## src/rtl/duram_rd_ctrl.sv

```systemverilog
// Read-side controller for a single-clock FIFO on a dual-port RAM with 2-cycle
// registered read latency. It issues RAM reads while the FIFO holds data and
// downstream room exists. It tracks reads in flight, absorbs returning words
// in a small skid buffer, and presents a valid/ready stream.
//
// Ports:
//   Clk        system clock (shared with write side and RAM)
//   Reset      asynchronous active-high reset
//   wr_ptr     write pointer from write side (binary, with wrap bit)
//   flush      synchronous discard of all unread data
//   rd_addr    RAM port B address
//   ram_q      RAM port B read data
//   rd_ptr     read pointer returned to write side
//   out_data   stream data (skid head)
//   out_valid  stream valid
//   out_ready  stream ready from consumer
//   rd_used    words in RAM not yet issued (registered)
module duram_rd_ctrl #(
  parameter int unsigned DATA_WIDTH = 36,
  parameter int unsigned ADDR_WIDTH = 9,
  parameter int unsigned RD_LATENCY = 2
) (
  input  logic                  Clk,
  input  logic                  Reset,
  input  logic [ADDR_WIDTH:0]   wr_ptr,
  input  logic                  flush,
  output logic [ADDR_WIDTH-1:0] rd_addr,
  input  logic [DATA_WIDTH-1:0] ram_q,
  output logic [ADDR_WIDTH:0]   rd_ptr,
  output logic [DATA_WIDTH-1:0] out_data,
  output logic                  out_valid,
  input  logic                  out_ready,
  output logic [ADDR_WIDTH:0]   rd_used
);

  // One skid slot per read in flight plus one for the word being popped.
  localparam int unsigned SkidDepth = RD_LATENCY + 1;
  localparam logic [1:0]  LastIdx   = 2'(SkidDepth - 1);

  logic [ADDR_WIDTH:0]   rd_ptr_q, rd_ptr_d;
  logic [ADDR_WIDTH:0]   rd_used_q, rd_used_d;
  logic [1:0]            vld_q, vld_d;
  logic [1:0]            head_q, head_d;
  logic [1:0]            tail_q, tail_d;
  logic [1:0]            occ_q, occ_d;
  logic [DATA_WIDTH-1:0] skid_q [SkidDepth];

  logic       empty;
  logic       pop;
  logic       issue;
  logic       capture;
  logic [2:0] load;

  function automatic logic [1:0] next_idx(input logic [1:0] idx);
    return (idx == LastIdx) ? 2'd0 : idx + 2'd1;
  endfunction

  always_comb begin
    empty   = (rd_ptr_q == wr_ptr);
    pop     = out_valid & out_ready;
    // Words that will occupy the skid once all in-flight reads land, after this pop.
    load    = {1'b0, occ_q} + {2'b0, vld_q[0]} + {2'b0, vld_q[1]} - {2'b0, pop};
    issue   = !empty && !flush && (load <= 3'd2);
    // Data returning during a flush belongs to discarded entries.
    capture = vld_q[1] && !flush;

    rd_ptr_d = rd_ptr_q;
    vld_d    = {vld_q[0], issue};
    head_d   = head_q;
    tail_d   = tail_q;
    occ_d    = occ_q;

    if (flush) begin
      rd_ptr_d = wr_ptr;
      vld_d    = 2'b00;
      head_d   = 2'd0;
      tail_d   = 2'd0;
      occ_d    = 2'd0;
    end else begin
      if (issue) begin
        rd_ptr_d = rd_ptr_q + (ADDR_WIDTH + 1)'(1);
      end
      if (capture) begin
        tail_d = next_idx(tail_q);
      end
      if (pop) begin
        head_d = next_idx(head_q);
      end
      occ_d = occ_q + {1'b0, capture} - {1'b0, pop};
    end

    rd_used_d = wr_ptr - rd_ptr_d;
  end

  always_ff @(posedge Clk or posedge Reset) begin
    if (Reset) begin
      rd_ptr_q  <= '0;
      rd_used_q <= '0;
      vld_q     <= 2'b00;
      head_q    <= 2'd0;
      tail_q    <= 2'd0;
      occ_q     <= 2'd0;
    end else begin
      rd_ptr_q  <= rd_ptr_d;
      rd_used_q <= rd_used_d;
      vld_q     <= vld_d;
      head_q    <= head_d;
      tail_q    <= tail_d;
      occ_q     <= occ_d;
    end
  end

  always_ff @(posedge Clk or posedge Reset) begin
    if (Reset) begin
      for (int unsigned i = 0; i < SkidDepth; i++) begin
        skid_q[i] <= '0;
      end
    end else if (capture) begin
      skid_q[tail_q] <= ram_q;
    end
  end

  assign rd_addr   = rd_ptr_q[ADDR_WIDTH-1:0];
  assign rd_ptr    = rd_ptr_q;
  assign rd_used   = rd_used_q;
  assign out_valid = (occ_q != 2'd0);
  assign out_data  = skid_q[head_q];

endmodule

```

## config.mk

```make
export PLATFORM = sky130hd
export DESIGN_NAME = duram_rd_ctrl
export DESIGN_NICKNAME = d
export VERILOG_FILES = /design/src/rtl/duram_rd_ctrl.sv
export SDC_FILE = /design/constraint.sdc
export NUM_CORES = 1
export LEC_CHECK = 0
export BUFFER_PORTS_ARGS = -buffer_cell sky130_fd_sc_hd__buf_4
export CORE_MARGIN = 4
export CORE_UTILIZATION = 45
export CTS_BUF_LIST = sky130_fd_sc_hd__clkbuf_16
export CTS_CLUSTER_SIZE = 12
export DETAILED_ROUTE_END_ITERATION = 7
export GPL_ROUTABILITY_DRIVEN = 0
export PLACE_DENSITY = 0.77
export RECOVER_POWER = 25
export SLEW_MARGIN = 20
export SYNTH_ARGS = -nofsm -noshare
export SYNTH_HDL_FRONTEND = slang
export SYNTH_SLANG_ARGS = --single-unit
```

## constraint.sdc

```tcl
create_clock -name Clk -period 8.1 [get_ports Clk]
set_clock_uncertainty 0.1 [all_clocks]
set_input_delay 1.62 -clock Clk [delete_from_list [all_inputs] [get_ports Clk]]
set_output_delay 1.62 -clock Clk [all_outputs]
set_load 0.03 [all_outputs]
```

* Yosys cells after proc, flatten, opt, wreduce, memory -nomap -nowiden
Cells that the tools add are included.
** Cells by class
- Equal/unequal tests :: 3
- Multiplexer cells :: 16
- Add/subtract/negate cells :: 9
- Shift-type cells :: 0
- Reduce and logical (&&, ||, !) cells :: 9
- Divide/modulo/power cells :: 0
- Bitwise gates (word level) :: 3
- Multipliers :: 0
- Magnitude comparators :: 4
** Operator list (count)
- 108-bit bitwise mux :: 1
- 36-bit two-way mux :: 3
- 36-bit binary-select mux with 2-bit select :: 1
- 36-bit demux with 2-bit select :: 1
- 10-bit two-way mux :: 2
- 2-bit two-way mux :: 8
- 10-bit by 1-bit adder with 10-bit output (second input constant) :: 1
- 10-bit == test :: 1
- 10-bit subtractor :: 1
- 3-bit greater-or-equal comparator (second input constant) :: 2
- 2-bit inverter with 3-bit output :: 2
- 2-bit nonzero test :: 3
- 2-bit by 1-bit adder with 2-bit output (second input constant) :: 2
- 2-bit == test (second input constant) :: 2
- 1-bit logical AND :: 4
- 2-bit by 1-bit adder with 3-bit output :: 1
- 3-bit by 1-bit adder with 3-bit output :: 1
- 3-bit by 2-bit <= comparator with 1-bit output (second input constant) :: 1
- 3-bit by 1-bit < comparator with 1-bit output (second input constant) :: 1
- 3-bit by 1-bit subtractor with 3-bit output :: 1
- 2-bit by 1-bit adder with 2-bit output :: 1
- 1-bit zero test :: 2
- 2-bit by 1-bit subtractor with 2-bit output :: 1
- 1-bit bitwise AND :: 1
** Word-level totals
- Bits of input ports :: 50
- Memory bits (read-only) :: 0
- Bits in latches :: 0
- Word-level logic and storage cells :: 53
- Output and inout port bits :: 66
- Memories kept :: 0
- RAM bits :: 0
- Register bits :: 136

* Longest topological paths before layout
Gate-level depths: netlist (run 1).
- Word-level depth :: 8
- Gate-level depth with buffers :: 22
- Mapped depth without buffers :: 22

* Worst setup path before layout (run 1)
Ideal clock, no wire load.
- Path kind :: in2reg
- From :: input port out_ready
- To :: register rd_used_q[8] (netlist: rd_used[8])
- Library setup time :: 0.069 ns
- Path slack :: 2.651 ns
- Required time :: 7.931 ns
- Data arrival time :: 5.281 ns
- Buffers on the path :: 0
- Stages on the path :: 19
- Cell sequence :: nand2_1 inv_1 ha_1 inv_1 fa_1 inv_1 fa_1 nor2b_1 or2_1 a31oi_2 nand2_1 xor2_1 o21a_1 ha_1 nand2_1 and3_2 o31a_1 or4b_1 nand3_1
** On the way
- Cells in the longest elaborated chain, start to end :: 7
** RTL lines
- start, declared :: RTL line 32 : input logic out_ready,
- 1-bit bitwise AND :: RTL line 60 : pop = out_valid & out_ready;
- 3-bit by 1-bit subtractor with 3-bit output :: RTL line 62 : load = {1'b0, occ_q} + {2'b0, vld_q[0]} + {2'b0, vld_q[1]} - {2'b0, pop};
- 3-bit by 2-bit <= comparator with 1-bit output :: RTL line 63 : issue = !empty && !flush && (load <= 3'd2);
- 1-bit logical AND :: RTL line 63
- 10-bit two-way mux :: RTL line 80 : if (issue) begin
- 10-bit two-way mux :: RTL line 73 : if (flush) begin
- 10-bit subtractor :: RTL line 92 : rd_used_d = wr_ptr - rd_ptr_d;
- net rd_used_d[8] :: RTL line 41 : logic [ADDR_WIDTH:0] rd_used_q, rd_used_d;
- end signal, assigned :: RTL line 105 : rd_used_q <= rd_used_d;
- end, declared :: RTL line 41
The timed path passes the listed nets, and every way through them passes these cells.
A chain may end at the register's enable or synchronous reset.

* Worst setup path in the final report (run 1)
- From :: input port out_ready
- To :: register rd_used_q[8] (netlist: rd_used[8])
** On the way
- Cells in the longest elaborated chain, start to end :: 7
** RTL lines
- 1-bit bitwise AND :: RTL line 60
- 3-bit by 1-bit subtractor with 3-bit output :: RTL line 62
- 3-bit by 2-bit <= comparator with 1-bit output :: RTL line 63
- 1-bit logical AND :: RTL line 63
- 10-bit two-way mux :: RTL line 80
- 10-bit two-way mux :: RTL line 73
- net rd_ptr_d[0] :: RTL line 40 : logic [ADDR_WIDTH:0] rd_ptr_q, rd_ptr_d;
- 10-bit subtractor :: RTL line 92
- net rd_used_d[8] :: RTL line 41
The timed path passes the listed nets, and every way through them passes these cells.

==> results of run 1 <==
final cells by class:
| cell class | instances | area share, % |
|---|---|---|
| sequential | 136 | 41.1 |
| multi-input combinational | 381 | 37.9 |
| timing repair buffer | 121 | 10.1 |
| clock buffer | 17 | 5.14 |
| tap | 184 | 2.78 |
| clock inverter | 15 | 2.12 |
| inverter | 19 | 0.876 |
path summary, 6_finish.rpt:
| kind | start | end | slack (ns) | cells past startpoint |
|---|---|---|---|---|
| max | out_ready | rd_used[8] | 2.47 | 21 |
| min in group asynchronous | Reset | skid_q[34] | 1.85 | 2 |
| min | skid_q[78] | skid_q[78] | 0.40 | 1 |
| max reg2reg | occ_q[1] | rd_used[8] | 2.97 | 21 |
| max in group asynchronous | Reset | skid_q[57] | 4.18 | 3 |
| min reg2reg | skid_q[78] | skid_q[78] | 0.40 | 1 |
cells in the mapped netlist (all sizes together), types with 7 or more instances:
cell    number  area share (%)
a21oi        7            0.52
nand2       58             3.2
clkbuf      20             1.1
xor2        15             1.9
nor2b        7            0.65
mux2i       38             5.6
xnor2       11             1.4
ha          12             2.2
nor3         7            0.59
o21a         7            0.78
inv         19             1.1
buf         16             1.4
nor2        13            0.72
o21ai       45             3.3
dfrtp      136              50
mux2       110              18
cell usage in the layout (no fill, tap or decap), types with 3 or more instances in the layout:
master	netlist	layout
inv_6	0	3
nor2_1	13	13
nand2_1	58	58
nor3b_1	6	4
dfrtp_1	136	135
inv_1	19	18
xor2_1	15	15
o21a_1	7	7
nand3_1	6	6
nor2b_1	7	6
clkbuf_16	0	17
nand2b_1	3	3
mux2_2	110	110
clkinvlp_4	0	3
buf_4	9	101
ha_1	12	12
bufinv_16	0	3
mux2i_1	38	38
o211ai_1	3	3
o21ai_0	43	43
a21oi_1	7	7
nor3_1	6	6
clkinv_2	0	3
xnor2_1	11	11
fa_1	3	3
clkbuf_1	20	19
metrics by stage:
step / power, W / cell area [um^2] / worst slack [ns] / cells / utilization, %
floorplan: 0.00205 / 6740 / 2.65 / 572 / -
global placement: 0.00247 / 7740 / 2.30 / 841 / 53.1
detailed placement: 0.00253 / 7750 / 2.13 / 841 / 53.1
CTS: 0.00332 / 8350 / 2.56 / 873 / 57.2
global route: 0.00346 / 8280 / 2.24 / 873 / 56.8
finish: 0.00328 / 8280 / 2.47 / 873 / 56.8
per-layer routing:
metal	global-route usage (%)	share of wire [%]	vias up
li1	-	-	2195
met1	23.7	43	2366
met2	32.2	50	149
met3	4.55	6.4	21
met4	7.14	1.4	0
met5	0	0	-
cells by family after synthesis:
kind of cell | share of synthesized area [%]
buf+inv | 3.56
simple gates | 8.74
compound gates | 6.72
fa+ha+maj | 3.12
flops | 50.5
mux | 24.0
xor+xnor | 3.38
power by group:
part / switching (W) / total, W / internal [W] / leakage, nW
Clock: 0.000300 / 0.000784 / 0.000484 / 0.287
Combinational: 0.000835 / 0.00142 / 0.000581 / 1.70
Sequential: 0.000151 / 0.00108 / 0.000927 / 1.74
Total: 0.00129 / 0.00328 / 0.00199 / 3.73
state kept, by name (all words and copies together), names as in the netlist:
signal	count
tail_q	2
rd_used	10
rd_ptr	10
vld_q	2
skid_q	108
occ_q	2
head_q	2
==> run metrics, run 1 <==
vias per inst=5.42; Pleak=3.73 nW; Setup CP Type=in -> reg; drt pass-1 iters=4; Initial Utilization=46.2%; synthesized cell area=6740 um^2; final hold violation count=0; global-route wire length before repair=25100 um; Synth cell types=48; asr flop ratio synth=100%; Hold-fix buffers, CTS=0; failing checks=max-capacitance violations, max-slew violations; crit path cell chain=buf_4 -> nand2_1 -> inv_1 -> ha_1 -> inv_1 -> fa_1 -> inv_1 -> fa_1 -> nor2b_1 -> or2_1 -> a31oi_2 -> xnor2_1 -> o21ai_0 -> ha_1 -> inv_1 -> fa_1 -> nand2_1 -> and3_2 -> o31a_1 -> or4b_1 -> nand3_1; DR WL/cell=18.0 um; worst slew pin tran=2.70 ns; I/O pins=116; RSZ-0062 raised after global routing=no; vias after detailed routing=approximately 4700; status=complete, but fails checks; register area=3400 um^2; clk buf depth=2; total clock sinks=136; H-tree lvl count=4; vias in the first global route=5033; Top FF cell, synth=dfrtp_1; Antenna Cells=0; final setup vio count=0; Post-CTS Setup Bufs=0; Routed WL=about 16000 um; Final min period=5.63 ns; CP Max Fanout=9; slowest CP cell=or4b_1; Post-synth EDFFs=0; Tcrit/Tclk final=69.5%; Buf+Inv Stages, Crit Path=5; critical path arrival=5.89 ns; multi-input logic area=3140 um^2; Worst slew margin=-81.0%; worst vdd ir=0.201 mV; cell family with most CP delay=adder cells; PostCTS Resize Cnt=0; Clk Latency, worst-skew pair=0.42 ns; Synth Warn #=0; Max-Cap Viols=2; Layout area overhead=22.8%; fmax=178 MHz; final hold slack=a little over 0.4 ns; largest net degree at the start of global routing=76; Routed Antenna Nets=0; synthesized instance count=572; Layout Nets=roughly 740; cts bufs inserted=17; initial antenna violation count=0; CTS tree=built; port buffer count=115; DRC errors left=0; #FFs+latches synth=approximately 140; die extent in y=between 100 and 150 um; Die ar.=~17000 um^2; GR Overflow Total=0; Post-Route Setup TNS=0 ns; Avg Cell Area, Syn=11.8 um^2; sequential fraction of the synthesis area=50.5%; power per standard cell area=396 nW/um^2; CP required=8.36 ns; Worst setup EP type=flop; DP Wirelength=around 11000 um; Max Slew Vio Count=104; Worst setup SP type=input port; GRT Total Usage=19.0%; initial DRC count=around 280; CTS root buf=clkbuf_16; Fillers=1194; CP peak stage delay=~0.5 ns; die width=130 um; Core Footprint=approximately 15000 um^2; CP most frequent cell=inv_1; layout cells sized above 1=37.3%; Mapped Nets=637; HP Class=reg -> reg; std cell rows=44; CTS clk-pin slew, worst paths=~0.06 ns
(Power assumes the default switching activity.)
==> inputs of run 2 (changes only) <==
==> constraint.sdc (replaced) <==
create_clock -name Clk -period 5.8 [get_ports Clk]
set_clock_uncertainty 0.1 [all_clocks]
set_input_delay 1.16 -clock Clk [delete_from_list [all_inputs] [get_ports Clk]]
set_output_delay 1.16 -clock Clk [all_outputs]
set_load 0.03 [all_outputs]
==> run 2 against run 1 <==
Worst setup slack got worse by 1.8 ns. The flow still finishes with violations (max-capacitance violations, max-slew violations). Core utilization rose by 0.060 points. Flip-flop and latch count did not move. Cell count fell by 0.11%. Critical path type unchanged. Cell area rose by 0.11%.
==> run metrics, run 2 (synthesis results as in run 1) <==
final worst slack=0.657 ns (-1.81 ns); most frequent cells in the layout=135 x dfrtp_1, 116 x buf_4, 110 x mux2_2, 58 x nand2_1, 43 x o21ai_0; worst vdd ir=0.406 mV (+100%); Worst setup SP type=input port; max FFs per register=108 (unchanged); largest net degree at the start of global routing=78 (+2.6%); CP peak stage delay=0.49 ns (about the same); vias in the first global route=4986 (-0.93%); Post-CTS Setup Bufs=0 (unchanged); pre-CTS setup slack=0.339 ns (-1.79 ns); Routed Antenna Nets=0 (unchanged); worst slew pin tran=3.02 ns (+0.322 ns); initial DRC count=196 (-29%); Worst slew margin=-101% (-20 points); Routed WL=15500 um (-1.3%); drt pass-1 iters=4 (unchanged); Tcrit/Tclk final=between 80 and 90%; final hold violation count=0 (unchanged); Worst setup EP type=flop; initial antenna violation count=0 (unchanged); CTS clk-pin slew, worst paths=0.06 ns (about the same); final hold slack=0.402 ns (-0.00107 ns); cts bufs inserted=17 (unchanged); commonest non-fill, non-tap cell in the layout=dfrtp_1; fmax=194 MHz; Max Slew Vio Count=176 (+69%); slowest CP cell=or4b_1; failing checks=max-capacitance violations, max-slew violations; CP Max Fanout=9 (unchanged); Layout Nets=742 (+0.13%); die extent in y=130 um (unchanged); Hold-fix buffers, CTS=0 (unchanged); DR WL/cell=17.7 um (-1.2%); I/O pins=116 (unchanged); power after layout=0.00447 W (+36%); CTS root buf=clkbuf_16; Final min period=5.14 ns; die width=130 um (unchanged); GRT Total Usage=18.8% (-0.13 points); power per standard cell area=540 nW/um^2 (+36%); Die ar.=17000 um^2 (unchanged); Initial Utilization=46.2% (unchanged); Max-Cap Viols=3 (+1); crit path cell chain=buf_4 -> nand2_1 -> inv_1 -> ha_1 -> inv_1 -> fa_1 -> inv_1 -> fa_1 -> xor2_1 -> or2_1 -> a31oi_2 -> xnor2_1 -> o21ai_0 -> ha_1 -> inv_1 -> fa_1 -> nand2_1 -> and3_2 -> o31a_1 -> or4b_1 -> nand3_1; vias after detailed routing=4778 (+0.99%); H-tree lvl count=4 (unchanged); std cell rows=44 (unchanged); CP most frequent cell=inv_1; total clock sinks=136 (unchanged); Pleak=3.77 nW (+1.1%); vias per inst=5.48 (+1.1%); DP Wirelength=10300 um (-1.9%); CTS tree=built; Core Footprint=14600 um^2 (unchanged); HP Class=reg -> reg; layout cells sized above 1=39.1% (+1.8 points); port buffer count=115 (unchanged); critical path arrival=5.38 ns (-0.51 ns); Setup CP Type=in -> reg; DRC errors left=0 (unchanged); final setup vio count=0 (unchanged); status=complete, but fails checks; CP required=6.04 ns (-2.32 ns); GR Overflow Total=0 (unchanged); Layout area overhead=22.9%; Antenna Cells=0 (unchanged); clk buf depth=2 (unchanged); PostCTS Resize Cnt=0 (unchanged); global-route wire length before repair=24900 um (-0.72%); RSZ-0062 raised after global routing=no; Post-Route Setup TNS=0 ns (unchanged); Clk Latency, worst-skew pair=0.41 ns (about the same); largest register by flop count=skid_q
## run 2: cell count changes in the layout (fill, tap and decap cells not counted)
cell	delta
buf_12	+2
buf_4	+15
bufinv_16	-2
clkbuf_1	-17
clkbuf_2	+1
clkinv_1	+4
clkinv_2	+2
clkinv_4	-1
clkinvlp_4	-2
inv_6	-3
## run 2: power by group
| group | internal (W) | switching [W] |
|---|---|---|
| sequential | 0.00129 | 0.000213 |
| clock | 0.000571 | 0.000380 |
| combinational | 0.000844 | 0.00117 |
## run 2: final cells by class
class | count | area [um^2]
Multi-Input combinational cell | 381 | 3140
Sequential cell | 136 | 3400
Timing Repair Buffer | 122 | 931
Clock inverter | 13 | 90.1
Fill cell | 1212 | 6300
Inverter | 19 | 72.6
Clock buffer | 17 | 425
Tap cell | 184 | 230
## run 2: critical path: cells and delay by family
kind                     cells  cell delay [ns]
AND/OR/NAND/NOR              6             1.30
AO/OA/AOI/OAI                3             0.89
buffers and inverters        5             0.38
XOR/XNOR                     2             0.34
adder cells (fa/ha/maj)      5             1.30
## run 2: metal layers
metal / up-vias / GRT usage (%) / share of wire [%]
li1: 2195 / - / -
met1: 2419 / 23.7 / 42
met2: 146 / 31.9 / 51
met3: 18 / 5.53 / 6.4
met4: 0 / 5.26 / 0.87
met5: - / 0 / 0
## run 2: worst paths after layout
path	startpoint	to	slack [ns]	cells after the start
max in group asynchronous	Reset	head_q[1]	1.75	3
min in group asynchronous	Reset	skid_q[70]	0.54	2
max reg2reg	occ_q[1]	rd_used[8]	0.71	21
min	skid_q[94]	skid_q[94]	0.40	1
max	out_ready	rd_used[8]	0.66	21
min reg2reg	skid_q[94]	skid_q[94]	0.40	1
## run 2: through the flow
step	instance area (um^2)	utilization [%]	instances
6_report	8290	56.8	872
5_1_grt	8290	56.8	872
4_1_cts	8290	56.9	872
3_5_place_dp	7780	53.3	842
3_3_place_gp	7770	53.3	842
2_1_floorplan	6740	-	572
==> inputs of run 3 (changes only) <==
--- a/config.mk
+++ b/config.mk
@@ -8,7 +8,6 @@
 export BUFFER_PORTS_ARGS = -buffer_cell sky130_fd_sc_hd__buf_4
 export CORE_MARGIN = 4
 export CORE_UTILIZATION = 45
-export CTS_BUF_LIST = sky130_fd_sc_hd__clkbuf_16
 export CTS_CLUSTER_SIZE = 12
 export DETAILED_ROUTE_END_ITERATION = 7
 export GPL_ROUTABILITY_DRIVEN = 0
==> run 3 against run 2 <==
The flow still finishes with violations (max-capacitance violations, max-slew violations). Maximum frequency grew 0.19%. Count of clock-buffer cells in the layout grew 5. Global-route usage is essentially flat. Sequential power is essentially flat. Worst setup slack gained 0.0097 ns. Non-clock buffer count is the same. Flip-flop and latch count is the same. Die area is the same. Via count shrank 0.42%. Register-to-register slack is essentially flat. Total power grew 1.4%. Hold slack gained 0.00069 ns.
==> run metrics, run 3 (synthesis results as in run 1) <==
port buffer count=115 (unchanged); CTS clk-pin slew, worst paths=0.06 ns (about the same); CP required=6.05 ns (about the same); initial antenna violation count=0 (unchanged); RSZ-0062 raised after global routing=no; Post-CTS Setup Bufs=0 (unchanged); largest register by flop count=skid_q; initial DRC count=218 (+11%); worst slew pin tran=3.02 ns (+0.00257 ns); commonest non-fill, non-tap cell in the layout=dfrtp_1; Layout area overhead=23.7%; layout cells sized above 1=39.8% (+0.73 points); Pleak=3.80 nW (+0.75%); most frequent cells in the layout=135 x dfrtp_1, 116 x buf_4, 110 x mux2_2, 58 x nand2_1, 43 x o21ai_0; vias after detailed routing=4758 (-0.42%); CTS root buf=clkbuf_16; final core utilization=57.2% (+0.34 points); Worst setup SP type=input port; DR WL/cell=17.6 um (-0.54%); CTS tree=built; I/O pins=116 (unchanged); max FFs per register=108 (unchanged); failing checks=max-capacitance violations, max-slew violations; Post-Route Setup TNS=0 ns (unchanged); Max-Cap Viols=3 (unchanged); pre-CTS setup slack=0.339 ns (unchanged); Setup CP Type=in -> reg; power per standard cell area=544 nW/um^2 (+0.82%); critical path arrival=5.38 ns (about the same); H-tree lvl count=4 (unchanged); final worst slack=0.667 ns (+0.00974 ns); Max Slew Vio Count=176 (unchanged); GRT Total Usage=18.9% (about the same); Hold-fix buffers, CTS=0 (unchanged); die width=130 um (unchanged); status=complete, but fails checks; PostCTS Resize Cnt=0 (unchanged); GR Overflow Total=0 (unchanged); global-route wire length before repair=24900 um (about the same); Fillers=1215 (+0.25%); drt pass-1 iters=4 (unchanged); Antenna Cells=0 (unchanged); HP Class=reg -> reg; Initial Utilization=46.2% (unchanged); vias in the first global route=5035 (+0.98%); die extent in y=130 um (unchanged); final setup vio count=0 (unchanged); DP Wirelength=10300 um (unchanged); worst vdd ir=0.405 mV (-0.15%); Core Footprint=14600 um^2 (unchanged); Clk Latency, worst-skew pair=0.42 ns (about the same); std cell rows=44 (unchanged); Final min period=5.13 ns (-0.00974 ns); Routed Antenna Nets=0 (unchanged); fmax=195 MHz (+0.19%); Layout Nets=742 (unchanged); CP Max Fanout=9 (unchanged); total clock sinks=136 (unchanged); Worst slew margin=-102% (-0.17 points); largest net degree at the start of global routing=78 (unchanged); clk buf depth=2 (unchanged); DRC errors left=0 (unchanged); Tcrit/Tclk final=88.5% (-0.17 points); Routed WL=15400 um (-0.54%); Worst setup EP type=flop; vias per inst=5.46 (-0.42%); final hold violation count=0 (unchanged); Die ar.=17000 um^2 (unchanged); cts bufs inserted=17 (unchanged)
==> run 3: changes by cell type in the layout (fill, tap and decap cells not counted), sizes merged <==
cell / change
clkinv: -5
clkbuf: +5
==> run 3: critical path, cell delays in order <==
cell and delay [ns]:
buf_4 0.11, nand2_1 0.12, inv_1 0.08, ha_1 0.27, inv_1 0.07, fa_1 0.15, inv_1 0.05, fa_1 0.38
xor2_1 0.16, or2_1 0.26, a31oi_2 0.43, xnor2_1 0.18, o21ai_0 0.12, ha_1 0.29, inv_1 0.07, fa_1 0.20
nand2_1 0.10, and3_2 0.23, o31a_1 0.34, or4b_1 0.49, nand3_1 0.11
==> run 3: cell type report <==
cell class,count,area (um^2),share of cell area (%)
clock inverters,8,71.3,0.855
inverters,19,72.6,0.870
flip-flops and latches,136,3400,40.8
multi-input cells,381,3140,37.6
clock buffers,22,494,5.93
repair buffers,122,931,11.2
well taps,184,230,2.76
==> run 3: per-layer routing <==
metal | vias up | share of wire [%] | track usage (%)
met4 | 0 | 0.91 | 5.63
li1 | 2196 | - | -
met2 | 132 | 51 | 32.2
met3 | 8 | 6.9 | 5.57
met1 | 2422 | 41 | 23.3
met5 | - | 0 | 0
==> run 3: power breakdown <==
group          internal, W  switching (W)
combinational     0.000844        0.00117
clock             0.000638       0.000383
sequential         0.00129       0.000210
==> run 3: worst paths after layout <==
| kind | from | slack (ns) | cells past startpoint | end |
|---|---|---|---|---|
| worst max-delay path | out_ready | 0.67 | 21 | rd_used[8] |
| worst min-delay path | skid_q[94] | 0.40 | 1 | skid_q[94] |
| worst max register to register | occ_q[1] | 0.72 | 21 | rd_used[8] |
| worst min register to register | skid_q[94] | 0.40 | 1 | skid_q[94] |
| max in group asynchronous | Reset | 1.75 | 3 | head_q[1] |
| min in group asynchronous | Reset | 0.54 | 2 | skid_q[70] |
==> run 3: metrics by stage <==
step / power, W / instance area, um^2 / cells / hold slack (ns)
detailed placement: 0.00354 / 7780 / 842 / 0.395
CTS: 0.00458 / 8340 / 872 / 0.407
global route: 0.00481 / 8340 / 872 / 0.415
finish: 0.00454 / 8340 / 872 / 0.403
global placement: 0.00345 / 7770 / 842 / 0.388
floorplan: 0.00286 / 6740 / 572 / 0.380
